<file path="src/rtl/instr_loader_pkg.sv">
// -----------------------------------------------------------------------------
// instr_loader_pkg
//   Definitions shared by the instruction stream loader and its word assembler:
//   the FSM state encoding, the word geometry, and the byte-insertion helper
//   that implements both byte orders.
// -----------------------------------------------------------------------------
package instr_loader_pkg;

  localparam int BYTES_PER_WORD = 4;
  localparam int WORD_W         = 32;

  typedef enum logic [2:0] {
    ST_IDLE,
    ST_COLLECT,
    ST_WRITE,
    ST_CHECK,
    ST_DONE
  } state_t;

  // Shifts one byte into a partially assembled word.
  // Little endian shifts right, so the first byte ends up in bits [7:0] after
  // four insertions. Big endian shifts left, so the first byte ends up in
  // bits [31:24].
  function automatic logic [WORD_W-1:0] insert_byte(
    input logic [WORD_W-1:0] sr,
    input logic [7:0]        b,
    input logic              big_endian
  );
    if (big_endian) return {sr[WORD_W-9:0], b};
    else            return {b, sr[WORD_W-1:8]};
  endfunction

endpackage

</file>
<file path="src/rtl/instr_stream_loader_word_assembler.sv">
// -----------------------------------------------------------------------------
// word_assembler
//   Collects bytes into a 32-bit word for the instruction stream loader.
//
//   Ports:
//     CLK, RST    clock, asynchronous active-high reset
//     clear       synchronous clear of the shift register and byte counter
//     byte_in     incoming byte
//     xfer        a byte transfer happens this cycle
//     word_next   shift register contents including the byte in flight
//     word_done   this transfer is the 4th byte of a word (combinational)
//
//   Parameter BIG_ENDIAN selects which end of the word the first byte lands in.
// -----------------------------------------------------------------------------
module word_assembler
  import instr_loader_pkg::*;
#(
  parameter int BIG_ENDIAN = 0
) (
  input  logic              CLK,
  input  logic              RST,
  input  logic              clear,
  input  logic [7:0]        byte_in,
  input  logic              xfer,
  output logic [WORD_W-1:0] word_next,
  output logic              word_done
);

  logic [WORD_W-1:0] shift_q;
  logic [1:0]        cnt_q;

  // word_next is what the shift register becomes if this byte is taken; the
  // top latches it on word_done so the full word is available one cycle later.
  assign word_next = insert_byte(shift_q, byte_in, BIG_ENDIAN != 0);
  assign word_done = xfer && (cnt_q == 2'(BYTES_PER_WORD - 1));

  // NOTE: sequential state uses non-blocking assignments so every register
  // samples the pre-edge values of the others, independent of statement order.
  always_ff @(posedge CLK or posedge RST) begin
    if (RST) begin
      shift_q <= '0;
      cnt_q   <= '0;
    end else if (clear) begin
      shift_q <= '0;
      cnt_q   <= '0;
    end else if (xfer) begin
      shift_q <= word_next;
      cnt_q   <= cnt_q + 2'd1;  // wraps 3 -> 0 at the end of each word
    end
  end

endmodule

</file>
<file path="src/rtl/instr_stream_loader.sv">
// -----------------------------------------------------------------------------
// instr_stream_loader
//   Loads the MIPS core's instruction memory from a byte-wide stream (e.g. a
//   UART receiver): four bytes form a word, words go to consecutive addresses
//   starting at 0, and cpu_run releases the core once the load is complete.
//
//   Ports:
//     CLK, RST    clock (rising edge), asynchronous active-high reset
//     start       one-cycle pulse, honoured only in IDLE or DONE
//     num_words   words to load, latched on start, clamped to 2**ADDR_W
//     byte_in     source byte
//     byte_valid  source byte valid
//     byte_ready  loader accepts a byte (transfer = byte_valid & byte_ready)
//     DATA_IN     word to instruction memory, held outside WRITE
//     w_enable    one-cycle write strobe
//     w_addr      word address of the current write, held outside WRITE
//     busy        a load is in progress
//     cpu_run     load complete, core released
//     csum_err    trailer checksum mismatch (checksum build only, else 0)
//
//   Parameters: ADDR_W (address width), BIG_ENDIAN (0: first byte -> [7:0]).
//
//   Build option: define INSTR_LOADER_CHECKSUM_EN to require a trailer word
//   equal to the modulo-2^32 sum of all loaded words before cpu_run is given.
// -----------------------------------------------------------------------------
module instr_stream_loader
  import instr_loader_pkg::*;
#(
  parameter int ADDR_W     = 7,
  parameter int BIG_ENDIAN = 0
) (
  input  logic              CLK,
  input  logic              RST,
  input  logic              start,
  input  logic [ADDR_W:0]   num_words,
  input  logic [7:0]        byte_in,
  input  logic              byte_valid,
  output logic              byte_ready,
  output logic [WORD_W-1:0] DATA_IN,
  output logic              w_enable,
  output logic [ADDR_W-1:0] w_addr,
  output logic              busy,
  output logic              cpu_run,
  output logic              csum_err
);

  // DEPTH = 2**ADDR_W, expressed at num_words width.
  localparam logic [ADDR_W:0] DEPTH_V = {1'b1, {ADDR_W{1'b0}}};
  localparam logic [ADDR_W:0] ONE_V   = (ADDR_W + 1)'(1);

  state_t            state_q, state_d;
  logic [ADDR_W:0]   n_q;          // clamped word count of this load
  logic [ADDR_W:0]   word_cnt_q;   // words written so far
  logic [WORD_W-1:0] data_q;
  logic [ADDR_W-1:0] addr_q;

  logic              start_ok;
  logic [ADDR_W:0]   n_clamped;
  logic              last_word;
  logic              xfer;
  logic [WORD_W-1:0] word_next;
  logic              word_done;

  assign start_ok  = start && (state_q == ST_IDLE || state_q == ST_DONE);
  assign n_clamped = (num_words > DEPTH_V) ? DEPTH_V : num_words;
  assign last_word = (word_cnt_q == n_q - ONE_V);
  assign xfer      = byte_valid && byte_ready;

  word_assembler #(
    .BIG_ENDIAN (BIG_ENDIAN)
  ) u_asm (
    .CLK       (CLK),
    .RST       (RST),
    .clear     (start_ok),
    .byte_in   (byte_in),
    .xfer      (xfer),
    .word_next (word_next),
    .word_done (word_done)
  );

`ifdef INSTR_LOADER_CHECKSUM_EN
  logic [WORD_W-1:0] sum_q;
  logic              csum_err_q;
  logic              csum_ok;

  assign csum_ok  = (word_next == sum_q);
  assign csum_err = csum_err_q;

  always_ff @(posedge CLK or posedge RST) begin
    if (RST) begin
      sum_q      <= '0;
      csum_err_q <= 1'b0;
    end else if (start_ok) begin
      sum_q      <= '0;
      csum_err_q <= 1'b0;
    end else begin
      if (state_q == ST_WRITE)
        sum_q <= sum_q + data_q;
      if (state_q == ST_CHECK && word_done)
        csum_err_q <= !csum_ok;
    end
  end
`else
  assign csum_err = 1'b0;
`endif

  // State register, latched word count, write data/address, word counter.
  always_ff @(posedge CLK or posedge RST) begin
    if (RST) begin
      state_q    <= ST_IDLE;
      n_q        <= '0;
      word_cnt_q <= '0;
      data_q     <= '0;
      addr_q     <= '0;
    end else begin
      state_q <= state_d;
      if (start_ok) begin
        n_q        <= n_clamped;
        word_cnt_q <= '0;
      end else if (state_q == ST_WRITE) begin
        word_cnt_q <= word_cnt_q + ONE_V;
      end
      // Capture the word on its completing byte so WRITE can present it
      // immediately; the trailer in CHECK never reaches DATA_IN.
      if (state_q == ST_COLLECT && word_done) begin
        data_q <= word_next;
        addr_q <= word_cnt_q[ADDR_W-1:0];
      end
    end
  end

  assign DATA_IN = data_q;
  assign w_addr  = addr_q;

  // Next state and state-decoded outputs.
  // NOTE: every signal driven here gets a default first; a path that leaves
  // one unassigned would infer a latch.
  always_comb begin
    state_d    = state_q;
    byte_ready = 1'b0;
    w_enable   = 1'b0;
    busy       = 1'b0;
    cpu_run    = 1'b0;
    case (state_q)
      ST_IDLE: begin
        if (start_ok)
          state_d = (n_clamped == '0) ? ST_DONE : ST_COLLECT;
      end
      ST_COLLECT: begin
        byte_ready = 1'b1;
        busy       = 1'b1;
        if (word_done) state_d = ST_WRITE;
      end
      ST_WRITE: begin
        w_enable = 1'b1;
        busy     = 1'b1;
        if (last_word)
`ifdef INSTR_LOADER_CHECKSUM_EN
          state_d = ST_CHECK;
`else
          state_d = ST_DONE;
`endif
        else
          state_d = ST_COLLECT;
      end
`ifdef INSTR_LOADER_CHECKSUM_EN
      ST_CHECK: begin
        byte_ready = 1'b1;
        busy       = 1'b1;
        // A bad trailer leaves the core held and returns to IDLE.
        if (word_done) state_d = csum_ok ? ST_DONE : ST_IDLE;
      end
`endif
      ST_DONE: begin
        cpu_run = 1'b1;
        if (start_ok)
          state_d = (n_clamped == '0) ? ST_DONE : ST_COLLECT;
      end
      default: state_d = ST_IDLE;
    endcase
  end

endmodule

</file>
<file path="config.mk">
export PLATFORM = sky130hd
export DESIGN_NAME = instr_stream_loader
export DESIGN_NICKNAME = d
export VERILOG_FILES = /design/src/rtl/instr_loader_pkg.sv /design/src/rtl/instr_stream_loader_word_assembler.sv /design/src/rtl/instr_stream_loader.sv
export SDC_FILE = /design/constraint.sdc
export NUM_CORES = 1
export LEC_CHECK = 0
export CAP_MARGIN = 0
export CORE_MARGIN = 2
export CORE_UTILIZATION = 55
export DETAILED_ROUTE_END_ITERATION = 10
export DONT_BUFFER_PORTS = 1
export MAX_ROUTING_LAYER = met4
export PLACE_DENSITY = 0.73
export SYNTH_ARGS = -nofsm -noshare
export SYNTH_HDL_FRONTEND = slang
export SYNTH_SLANG_ARGS = --single-unit
</file>
<file path="constraint.sdc">
create_clock -name CLK -period 2.5 [get_ports CLK]
set_clock_uncertainty 0.1 [all_clocks]
set_input_delay 0.25 -clock CLK [delete_from_list [all_inputs] [get_ports CLK]]
set_output_delay 0.25 -clock CLK [all_outputs]
set_load 0.005 [all_outputs]
</file>
After elaboration in Yosys (flattened, before gate mapping):

Cells that the tools add are included.
Widths: inputs -> output; s select.

* input port bits: 20
* register bits: 92
* word-level logic and storage cells: 46

* magnitude comparators: 1
* add/subtract/negate cells: 3
* mux-type cells: 16
* eq/ne operators: 7
* reduce and logical (&&, ||, !) cells: 12

Operators with widths (count)
* $mux 32: 2
* $mux 8: 3
* $mux 3: 4
* $pmux 3 s3: 1
* $add 8x1->8 const B: 1
* $eq 8x8->1: 1
* $gt 8x8->1 const B: 1
* $logic_not 8->1: 1
* $sub 8x1->8 const B: 1
* $logic_and 1x1->1: 4
* $mux 1: 4
* $mux 2: 2
* $reduce_bool 2->1: 2
* $reduce_or 2->1: 2
* $eq 3x1->1 const B: 1
* $eq 3x2->1 const B: 1
* $eq 3x3->1 const B: 1
* $logic_not 3->1: 1
* $add 2x1->2 const B: 1
* $eq 2x2->1 const B: 1
* $ne 2x1->1 const B: 1
* $ne 2x2->1 const B: 1
* $reduce_and 2->1: 1
* $logic_or 1x1->1: 1

Logic depth before layout (Yosys ltp):

* word-level depth: 6
* mapped depth: 7
* mapped depth without buffers: 7

Hierarchy:

A second synthesis with hierarchy kept.

* cell total of the unflattened synthesis: 303
* area total of the unflattened synthesis: 3953.8 um^2

Modules (own cells, without submodules)
* instr_stream_loader: times used 1, cells each 208, area an instance 2795.2 um^2, seq. area each 1451.4 um^2
* word_assembler: times used 1, cells each 95, area an instance 1158.6 um^2, seq. area each 650.6 um^2

Worst setup path after synthesis:

No wires, ideal clock.

* path kind: register to register
* from: register n_q[0]
* to: register state_q[0]
* stages on the path, launching flop included: 6
* period minus slack after synthesis: 1774 ps
* data arrival time: 1544 ps
* required time: 2270 ps
* setup time: 130 ps
* buffers on the path: 0
* setup slack: 726 ps
* cell sequence: dfrtp_1 > or3_1 > nor4_1 > nor4b_1 > o41ai_1 > a21oi_1

* longest elaborated chain between the ends: 4

Ends and longest elaborated chain
* from (decl): RTL line instr_stream_loader.sv:52 `logic [ADDR_W:0] n_q;`
* from (signal assigned): RTL line instr_stream_loader.sv:118 `n_q <= n_clamped;`
* $sub 8x1->8: RTL line instr_stream_loader.sv:66 `assign last_word = (word_cnt_q == n_q - ONE_V);`
* $eq 8x8->1: RTL line instr_stream_loader.sv:66
* $mux 3: RTL line instr_stream_loader.sv:157 `if (last_word)`
* $pmux 3 s3: RTL line instr_stream_loader.sv:144 `case (state_q)`
* to (signal assigned): RTL line instr_stream_loader.sv:116 `state_q <= state_d;`
* to (decl): RTL line instr_stream_loader.sv:51 `state_t state_q, state_d;`

No other way between the ends.
A chain may end at the register's enable or synchronous reset.

Final worst setup path:

Ends and elaborated chain as after synthesis.

==> results by group <==
Global routing
  • Initial antenna violation count: 0
  • First-pass GRT wire length: 13.08 mm
  • Total grt overflow: 0
  • Gr usage total: between 20% and 30%
  • Pin count of the biggest net entering global routing: 85
  • Vias in the first global route: 2696

Timing
  • Minimum clock period: about 2000 ps
  • Final Hold Vio Count: 0
  • Final slew viol count: 0
  • Slew HR: ~46%
  • Part of the cycle the worst path needs: between 80% and 90%
  • Minimum hold slack: between 15 and 20 ps
  • Setup violators final: 0
  • Tightest Pin Transition: 808.3 ps
  • Worst Setup Slack, final: ~480 ps
  • Final TNS setup: 0 ps
  • Unrepaired setup endpoints after global routing: false
  • FMAX: 496.1 MHz

Clock tree
  • Post_cts resized: 0
  • Htree depth: 3
  • Cts-stage hold buffer count: 17
  • Clock Path Buffers: 2
  • Root Driver: clkbuf_8
  • Clock sinks: 84
  • CTS tree: yes
  • CTS Buf Count: 9
  • Clk_lat worst skew: ~350 ps
  • Worst-path clk slew: 80 ps
  • Setup repair bufs after CTS: 0

Run status
  • Outcome: finished, final reports clean

Final layout
  • Share of post-route cells with drive strength above 1: roughly 7%
  • Layout net count: 447
  • Most frequent cells in the layout: nand2_1 (187), dfrtp_1 (84), nand3_1 (25), dlygate4sd3_1 (17), nor2_1 (11)
  • Fin cells: between 500 and 600
  • Commonest non-fill, non-tap cell in the layout: nand2_1
  • Area Overhead vs Synth: 12.90%
  • Ant diodes: 0

Floorplanning
  • Die width: 85.31 um
  • Starting Density: a little under three fifths
  • DIE HEIGHT: roughly 85 um
  • Ports: 64
  • Core Rows: 29
  • Total core area: between 6000 and 7000 um2
  • Die area: slightly above 7000 um2

Detailed routing
  • WL/cell: 15.42 um
  • Drt drc: 0
  • Vias per inst: 5.457
  • Post-Route WL: slightly below 8 mm
  • Total iterations of the first detailed-routing run: 4
  • Total number of vias: between 2000 and 3000
  • Detail Route Antenna Nets: 0
  • DR iter-0 viols: a little under 200

Logic synthesis
  • Cell count after synthesis: slightly above 400
  • Synth warn: 0
  • Syn Nets: around 430
  • Top cells by area, synth: dfrtp_1 (58%), nand2_1 (19%), nand3_1 (3.4%)
  • Cell taking the most area after synthesis: dfrtp_1
  • Synth Register Bits: 84
  • Mapped cell area: around 3600 um2
  • Avg Synthesized Cell Area: 8.890 um2
  • Top cell type's share of synthesized area: approximately 58%
  • Register area share after synthesis: between 50 and 60%
  • Synth unique cells: 37

Place
  • PortBufs: 0
  • Final HPWL DP: 4.982 mm
  • GPL Wtd Cong: around 0.84
  • Placed Cells incl. Taps: 473
  • Pre-CTS setup slack: 516.5 ps

Worst setup path
  • Crit path DAT: between 2000 and 2500 ps
  • Worst path required time: around 2600 ps
  • Reg2reg start: n_q[0]
  • Cells on worst reg2reg path: 5
  • Crit-path max FO: 4
  • CP Capture Type: register
  • Crit path launch: n_q[0]
  • R2R Setup Slk: 480 ps
  • Crit path to: state_q[0]
  • Crit Path Category: reg -> reg
  • CP startpoint kind: register
  • FF-to-FF End: state_q[0]

Worst hold path
  • Worst hold path class: in -> reg

Power
  • Pleak: between 2 and 2.5 nW
  • Share of power burned in registers: slightly above 50%
  • Clock Power Share: 25.9%
  • Switch Pwr: 1.420 mW
  • Internal power: roughly 2.7 mW
  • Switching Fraction: between 30% and 40%
  • Max rail drop VDD: roughly 0.00055 V
  • Power per cell area: 1002 nW/um2
  • Comb pwr share: 23.3%

Job
  • Max Cap Viol: 0
==> cell families after synthesis <==
family | count (synthesis) | synth area share [%]
AND/OR/NAND/NOR | 262 | 31.21
flip-flops | 84 | 57.81
buffers and inverters | 26 | 3.131
AO/OA/AOI/OAI | 19 | 3.304
XOR/XNOR | 13 | 3.131
adder cells (fa/ha/maj) | 3 | 1.032
other | 1 | 0.1031
multiplexers | 1 | 0.2753
==> synthesized netlist by cell type, drive strengths merged <==
cell type,number
nor4b,1
a22o,1
nand2,187
clkbuf,11
o22ai,1
nand3b,8
a21oi,3
o211a,1
nor2,11
or3,3
and3,1
conb,1
ha,3
inv,5
nor3,4
nand3,25
buf,10
nor4,5
and2,2
nand4,5
nor2b,2
o21ai,8
o41ai,1
nand2b,2
nor3b,3
xnor2,4
xor2,9
or2,3
a211oi,2
mux2i,1
a22oi,1
a221oi,1
dfrtp,84
==> power by group through the flow <==
stage                     Combinational, mW  Clock [mW]  Sequential [mW]
after floorplan                       0.764           0             2.01
after global placement                0.916           0             2.11
after detailed placement              0.934           0             2.11
after CTS                             0.963        1.09             2.09
after global routing                   1.12        1.15             2.14
final                                 0.959        1.07             2.09
==> cell type report <==
| class | count | area (um2) |
|---|---|---|
| Timing Repair Buffer | 25 | 242.7 |
| Tap cell | 77 | 96.34 |
| Clock inverter | 7 | 97.59 |
| Multi-Input combinational cell | 299 | 1420 |
| Sequential cell | 84 | 2102 |
| Inverter | 5 | 22.52 |
| Fill cell | 557 | 2281 |
| Clock buffer | 9 | 123.9 |
==> routing by layer <==
layer,routed length (um),GRT usage (%)
met1,3784,33.42
met2,3335,33.45
met3,518,7.101
met4,164,9.524
met5,0,-
==> worst max-delay path, cell delays in order, from the launching register on <==
cell	delay, ps
dfrtp_1	420
or3_1	420
nor4_1	310
nor4b_1	110
o41ai_1	410
a21oi_1	120
==> worst min-delay path by stage <==
stage,end,from,slack [ps],cells past startpoint
4_1_cts,n_q[0],num_words[7],10,2
6_report,n_q[0],num_words[7],20,2
3_5_place_dp,DATA_IN[30],RST,180,2
3_3_place_gp,n_q[2],RST,180,2
2_1_floorplan,DATA_IN[24],byte_in[0],260,2
5_1_grt,n_q[0],num_words[7],20,2
==> flip-flops by register name, indices dropped and copies added (netlist names) <==
name / cells
n_q: 8
u_asm.cnt_q: 2
DATA_IN: 32
u_asm.shift_q: 24
word_cnt_q: 8
w_addr: 7
state_q: 3
==> per-stage QoR <==
step	utilization (%)	power, mW	area, um2
5_1_grt	64.28	4.408	4105
3_5_place_dp	58.15	3.044	3714
3_3_place_gp	58.15	3.022	3714
4_1_cts	64.28	4.137	4105
6_report	64.28	4.115	4105
2_1_floorplan	-	2.777	3640
Power figures use the tool's default switching activity.
